$ cat src/rtl/bus_timer_pkg.sv
// Shared definitions for the bus_timer block: register offsets, CTRL field
// positions, MODE encodings, FSM state encoding and a byte-merge helper.
package bus_timer_pkg;

    // Byte offsets of the registers inside one timer instance
    localparam logic [31:0] OFFSET_CTRL   = 32'h0000_0000;
    localparam logic [31:0] OFFSET_PRESET = 32'h0000_0004;
    localparam logic [31:0] OFFSET_COUNT  = 32'h0000_0008;

    // Word indices as decoded from addr[3:2]
    localparam logic [1:0] REG_CTRL   = OFFSET_CTRL[3:2];
    localparam logic [1:0] REG_PRESET = OFFSET_PRESET[3:2];
    localparam logic [1:0] REG_COUNT  = OFFSET_COUNT[3:2];

    // CTRL bit positions
    localparam int CTRL_EN_BIT   = 0;
    localparam int CTRL_MODE_LSB = 1;
    localparam int CTRL_MODE_MSB = 2;
    localparam int CTRL_IM_BIT   = 3;

    // MODE encodings; anything other than auto-reload behaves as one-shot
    localparam logic [1:0] MODE_ONESHOT = 2'b00;
    localparam logic [1:0] MODE_RELOAD  = 2'b01;

    // Counter FSM states
    typedef enum logic [1:0] {
        ST_IDLE = 2'd0,
        ST_LOAD = 2'd1,
        ST_CNT  = 2'd2,
        ST_INT  = 2'd3
    } state_t;

    // Replace the bytes of old_val selected by byteen with those of new_val
    function automatic logic [31:0] merge_bytes(input logic [31:0] old_val,
                                                input logic [31:0] new_val,
                                                input logic [3:0]  byteen);
        logic [31:0] result;
        result = old_val;
        for (int i = 0; i < 4; i++) begin
            if (byteen[i]) begin
                result[i*8 +: 8] = new_val[i*8 +: 8];
            end
        end
        return result;
    endfunction

endpackage

$ cat src/rtl/bus_timer.sv
// bus_timer: memory-mapped down-counting timer with CTRL / PRESET / COUNT
// registers and a maskable interrupt. Auto-reload mode (MODE=01) exists only
// when the macro BUS_TIMER_RELOAD_EN is defined; otherwise MODE reads 0 and
// every expiry is one-shot.
module bus_timer
    import bus_timer_pkg::*;
(
    input  logic        clk,
    input  logic        reset,
    input  logic [31:0] addr,
    input  logic        we,
    input  logic [3:0]  byteen,
    input  logic [31:0] wdata,
    output logic [31:0] rdata,
    output logic        irq
);

    state_t      state_q, state_d;
    logic        en_q, en_d;
    logic [1:0]  mode_q, mode_d;
    logic        im_q, im_d;
    logic [31:0] preset_q, preset_d;
    logic [31:0] count_q, count_d;
    logic        irq_flag_q, irq_flag_d;

    logic        ctrl_wr;
    logic        preset_wr;
    logic        reload_mode;
    logic [1:0]  mode_wr_val;
    logic        unused_addr_bits;

    // Only addr[3:2] selects a register; the bridge has already decoded the rest
    assign unused_addr_bits = ^{addr[31:4], addr[1:0]};

    // CTRL contents live entirely in byte 0, so only that lane makes a CTRL write
    assign ctrl_wr   = we && (addr[3:2] == REG_CTRL) && byteen[0];
    assign preset_wr = we && (addr[3:2] == REG_PRESET);

`ifdef BUS_TIMER_RELOAD_EN
    assign reload_mode = (mode_q == MODE_RELOAD);
    assign mode_wr_val = wdata[CTRL_MODE_MSB:CTRL_MODE_LSB];
`else
    assign reload_mode = 1'b0;
    assign mode_wr_val = MODE_ONESHOT;
`endif

    // Next-state logic: FSM step first, then bus writes override it
    always_comb begin
        state_d    = state_q;
        en_d       = en_q;
        mode_d     = mode_q;
        im_d       = im_q;
        preset_d   = preset_q;
        count_d    = count_q;
        irq_flag_d = irq_flag_q;

        case (state_q)
            ST_IDLE: begin
                if (en_q) begin
                    state_d = ST_LOAD;
                end
            end
            ST_LOAD: begin
                count_d = preset_q;
                state_d = ST_CNT;
            end
            ST_CNT: begin
                if (!en_q) begin
                    state_d = ST_IDLE;
                end else if (count_q > 32'd1) begin
                    count_d = count_q - 32'd1;
                end else begin
                    count_d    = 32'd0;
                    irq_flag_d = 1'b1;
                    state_d    = ST_INT;
                end
            end
            ST_INT: begin
                if (reload_mode) begin
                    irq_flag_d = 1'b0;
                end else begin
                    en_d = 1'b0;
                end
                state_d = ST_IDLE;
            end
            default: begin
                state_d = ST_IDLE;
            end
        endcase

        if (ctrl_wr) begin
            en_d       = wdata[CTRL_EN_BIT];
            mode_d     = mode_wr_val;
            im_d       = wdata[CTRL_IM_BIT];
            irq_flag_d = 1'b0;
            state_d    = ST_IDLE;
        end

        if (preset_wr) begin
            preset_d = merge_bytes(preset_q, wdata, byteen);
        end
    end

    // State and register storage, cleared asynchronously by reset
    always_ff @(posedge clk or posedge reset) begin
        if (reset) begin
            state_q    <= ST_IDLE;
            en_q       <= 1'b0;
            mode_q     <= MODE_ONESHOT;
            im_q       <= 1'b0;
            preset_q   <= 32'd0;
            count_q    <= 32'd0;
            irq_flag_q <= 1'b0;
        end else begin
            state_q    <= state_d;
            en_q       <= en_d;
            mode_q     <= mode_d;
            im_q       <= im_d;
            preset_q   <= preset_d;
            count_q    <= count_d;
            irq_flag_q <= irq_flag_d;
        end
    end

    // Combinational register read; the reserved offset returns zero
    always_comb begin
        rdata = 32'd0;
        case (addr[3:2])
            REG_CTRL: begin
                rdata[CTRL_EN_BIT]                 = en_q;
                rdata[CTRL_MODE_MSB:CTRL_MODE_LSB] = mode_q;
                rdata[CTRL_IM_BIT]                 = im_q;
            end
            REG_PRESET: rdata = preset_q;
            REG_COUNT:  rdata = count_q;
            default:    rdata = 32'd0;
        endcase
    end

    assign irq = im_q & irq_flag_q;

endmodule
$ cat config.mk
export PLATFORM = sky130hd
export DESIGN_NAME = bus_timer
export DESIGN_NICKNAME = d
export VERILOG_FILES = /design/src/rtl/bus_timer_pkg.sv /design/src/rtl/bus_timer.sv
export SDC_FILE = /design/constraint.sdc
export NUM_CORES = 1
export LEC_CHECK = 0
export ABC_AREA = 0
export BUFFER_PORTS_ARGS = -buffer_cell sky130_fd_sc_hd__buf_2
export CAP_MARGIN = 25
export CORE_AREA = 2 2 104 86
export DETAILED_ROUTE_END_ITERATION = 16
export DIE_AREA = 0 0 106 88
export GPL_TIMING_DRIVEN = 1
export PLACE_DENSITY = 0.76
export SYNTH_ARGS = -nofsm -noshare
export SYNTH_HDL_FRONTEND = slang
export SYNTH_SLANG_ARGS = --single-unit
$ cat constraint.sdc
create_clock -name clk -period 6.6 [get_ports clk]
set_input_delay 1.32 -clock clk [delete_from_list [all_inputs] [get_ports clk]]
set_output_delay 1.32 -clock clk [all_outputs]
set_load 0.03 [all_outputs]
==> results.ini <==
[clocking]
clk_path_buf_depth=2
clk_pin_slew_ns=0.08
cts_setup_buffers=0
cts_resized=0
clock-sinks=69
htree_levels=3
cts_buffers=9
ctsHoldBuffers=0
clk_latency_ns=0.36
cts_tree=yes
clockRootBuffer=clkbuf_8

[yosys]
syn_area_sq_mm=0.00418
synth_commonest_cells=69 x dfrtp_1, 36 x a22oi_1, 33 x mux2_2
synth_area_per_cell_sq_um=9.40
ys_seq_elements=69
synth_cell_type_count=54
yosys_most_used_dff=dfrtp_1
syn_inst=445
syn_nets=522
synth_top_cell_area_share_pct=41.3
yosys.cell_count.top_type=dfrtp_1
ys_async_sr_fraction_pct=100
synthTopCellsByArea=dfrtp_1 41%, mux2_2 8.9%, a22oi_1 6.5%
synth_edf_count=0
ys_warn_count=0
yosysTopAreaCell=dfrtp_1
yosysSeqAreaShare_pct=41.3

[grt]
antenna_found_initial=0
grt_max_degree=70
grt_pass1_wl_microns=18400
grt_overflow=0
grt_use_total_pct=24.8
grt_pass1_vias=3740

[setup_path]
worst_setup_path_start_kind=input port
worstPathRequired_ns=5.28
reg2reg_from=count_q[10]
crit_type=in2out
path_common_cell=buf_2
crit_start=addr[2]
cp_slowest_cell=ha_1
endpoint_kind=output port
cp_num_cells=7
critPathTopFamily=buffers and inverters
arrival_ns=2.81
crit_chain=buf_2 > inv_1 > ha_1 > buf_8 > a22oi_1 > nor2b_1 > buf_2
critPathMaxStageDelay_ns=0.56
path_buf_inv=4
crit_path_max_fanout=18
r2r_cells=6

[floorplan]
die_w_microns=106
fp.dieH_microns=88
core_sq_mm=0.00830
start_util_pct=50.4
die_area_sq_mm=0.00933
ios=104
rows=30

[min_path]
hold_path.class=reg2reg
worstHoldPathCells=2
worstHoldStart=irq_flag_q

[timing]
max_freq_mhz=242
skew_ns=0.00871
rsz0062_at_grt=no
slew_headroom_pct=40.2
period_needed_ns=4.13
worst_slack_ns=2.47
slew_viol_final=0
fin_crit_sh_pct=62.5
worst_pin_slew_ns=0.894
setup_viol=0
timing.setup.tns_ns=0
hold_viol_final=0

[pwr]
power_density_mw_per_mm2=398
internal_power_mw=1.08
swShare_pct=43.4
pwr-share-comb_pct=40.9
leakage_nw=2.07
ir_drop_uv=209
p_clk_share_pct=18.4
seqPwrFrac_pct=40.7
switching_power_mw=0.827

[place]
numPortBuffers=73
dpl_worst_slack_ns=2.49
hpwl_microns=7720
gp_congestion=0.889

[finish]
final_net_count=579
drive_above_1_share_pct=26.6
fill_cells=772
area_delta_synth_final_pct=14.4
antenna_cells=0
fin_util_pct=57.7

[route]
wl_per_cell_microns=18.1
drtIter0Drc=302
ant_nets=0
drc=0
num_vias=3876
via_per_inst=6.26
finalWirelength_microns=11200
firstDrtPassIters=5

[run]
drv_cap=0

[outcome]
status=finished clean

==> per-stage QoR <==
step / power, mW / instances / cell area [sq um] / hold WS (ns)
finish: 1.90 / 619 / 4790 / 0.491
global route: 2.03 / 619 / 4790 / 0.516
CTS: 1.88 / 618 / 4770 / 0.499
detailed placement: 1.53 / 602 / 4580 / 0.483
global placement: 1.49 / 601 / 4560 / 0.478
floorplan: 1.33 / 445 / 4180 / 0.454
==> per-layer routing <==
metal | vias to the layer above | track usage [%] | routed length, microns
li1 | 1780 | - | -
met1 | 1894 | 34.5 | 5010
met2 | 184 | 40.3 | 5170
met3 | 18 | 5.51 | 935
met4 | 0 | 5.26 | 112
met5 | - | 0 | 0
==> layout by cell type, fill, tap and decap left out, types with 13 or more instances in the layout <==
| cell | count |
|---|---|
| mux2_2 | 33 |
| nor2_1 | 25 |
| nor2b_1 | 30 |
| a21oi_1 | 14 |
| nand3_1 | 13 |
| o21ai_0 | 20 |
| a22oi_1 | 36 |
| buf_2 | 73 |
| nor4_1 | 13 |
| nor3_1 | 17 |
| dfrtp_1 | 69 |
| nand2_1 | 28 |
==> power by group through the flow <==
stage	combinational, mW	sequential [mW]	clock, mW
after floorplan	0.650	0.681	0
after global placement	0.731	0.762	0
after detailed placement	0.761	0.770	0
after CTS	0.764	0.764	0.356
after global routing	0.856	0.798	0.375
final	0.779	0.775	0.351
==> flip-flops by register name, indices dropped and copies added (netlist names) <==
name,count
count_q,32
en_q,1
im_q,1
irq_flag_q,1
preset_q,32
state_q,2
==> kinds of logic after synthesis <==
family | after synthesis | share of synthesized area (%)
fa+ha+maj | 6 | 1.79
compound gates | 131 | 22.4
buf+inv | 49 | 5.41
simple gates | 155 | 19.8
mux | 35 | 9.36
flops | 69 | 41.3
==> path summary, 6_finish.rpt <==
path                                end  slack [ns]
max                           rdata[30]        2.47
min                          irq_flag_q        0.49
max reg2reg                 count_q[22]        3.15
min reg2reg                  irq_flag_q        0.49
max in group asynchronous  preset_q[18]        4.79
min in group asynchronous  preset_q[30]        1.22
==> cell type report <==
cell class	count	area [sq um]	area share, %
multi-input cells	327	2230	46.6
flip-flops and latches	69	1730	36.1
repair buffers	82	448	9.36
clock buffers	12	145	3.03
well taps	112	140	2.93
inverters	13	48.8	1.02
clock inverters	4	47.5	0.993
==> worst min-delay path: stages, from the launching register on <==
cell and delay (ns):
dfrtp_1 0.35, a21oi_1 0.04, nor2_1 0.07
Power figures use the tool's default switching activity.
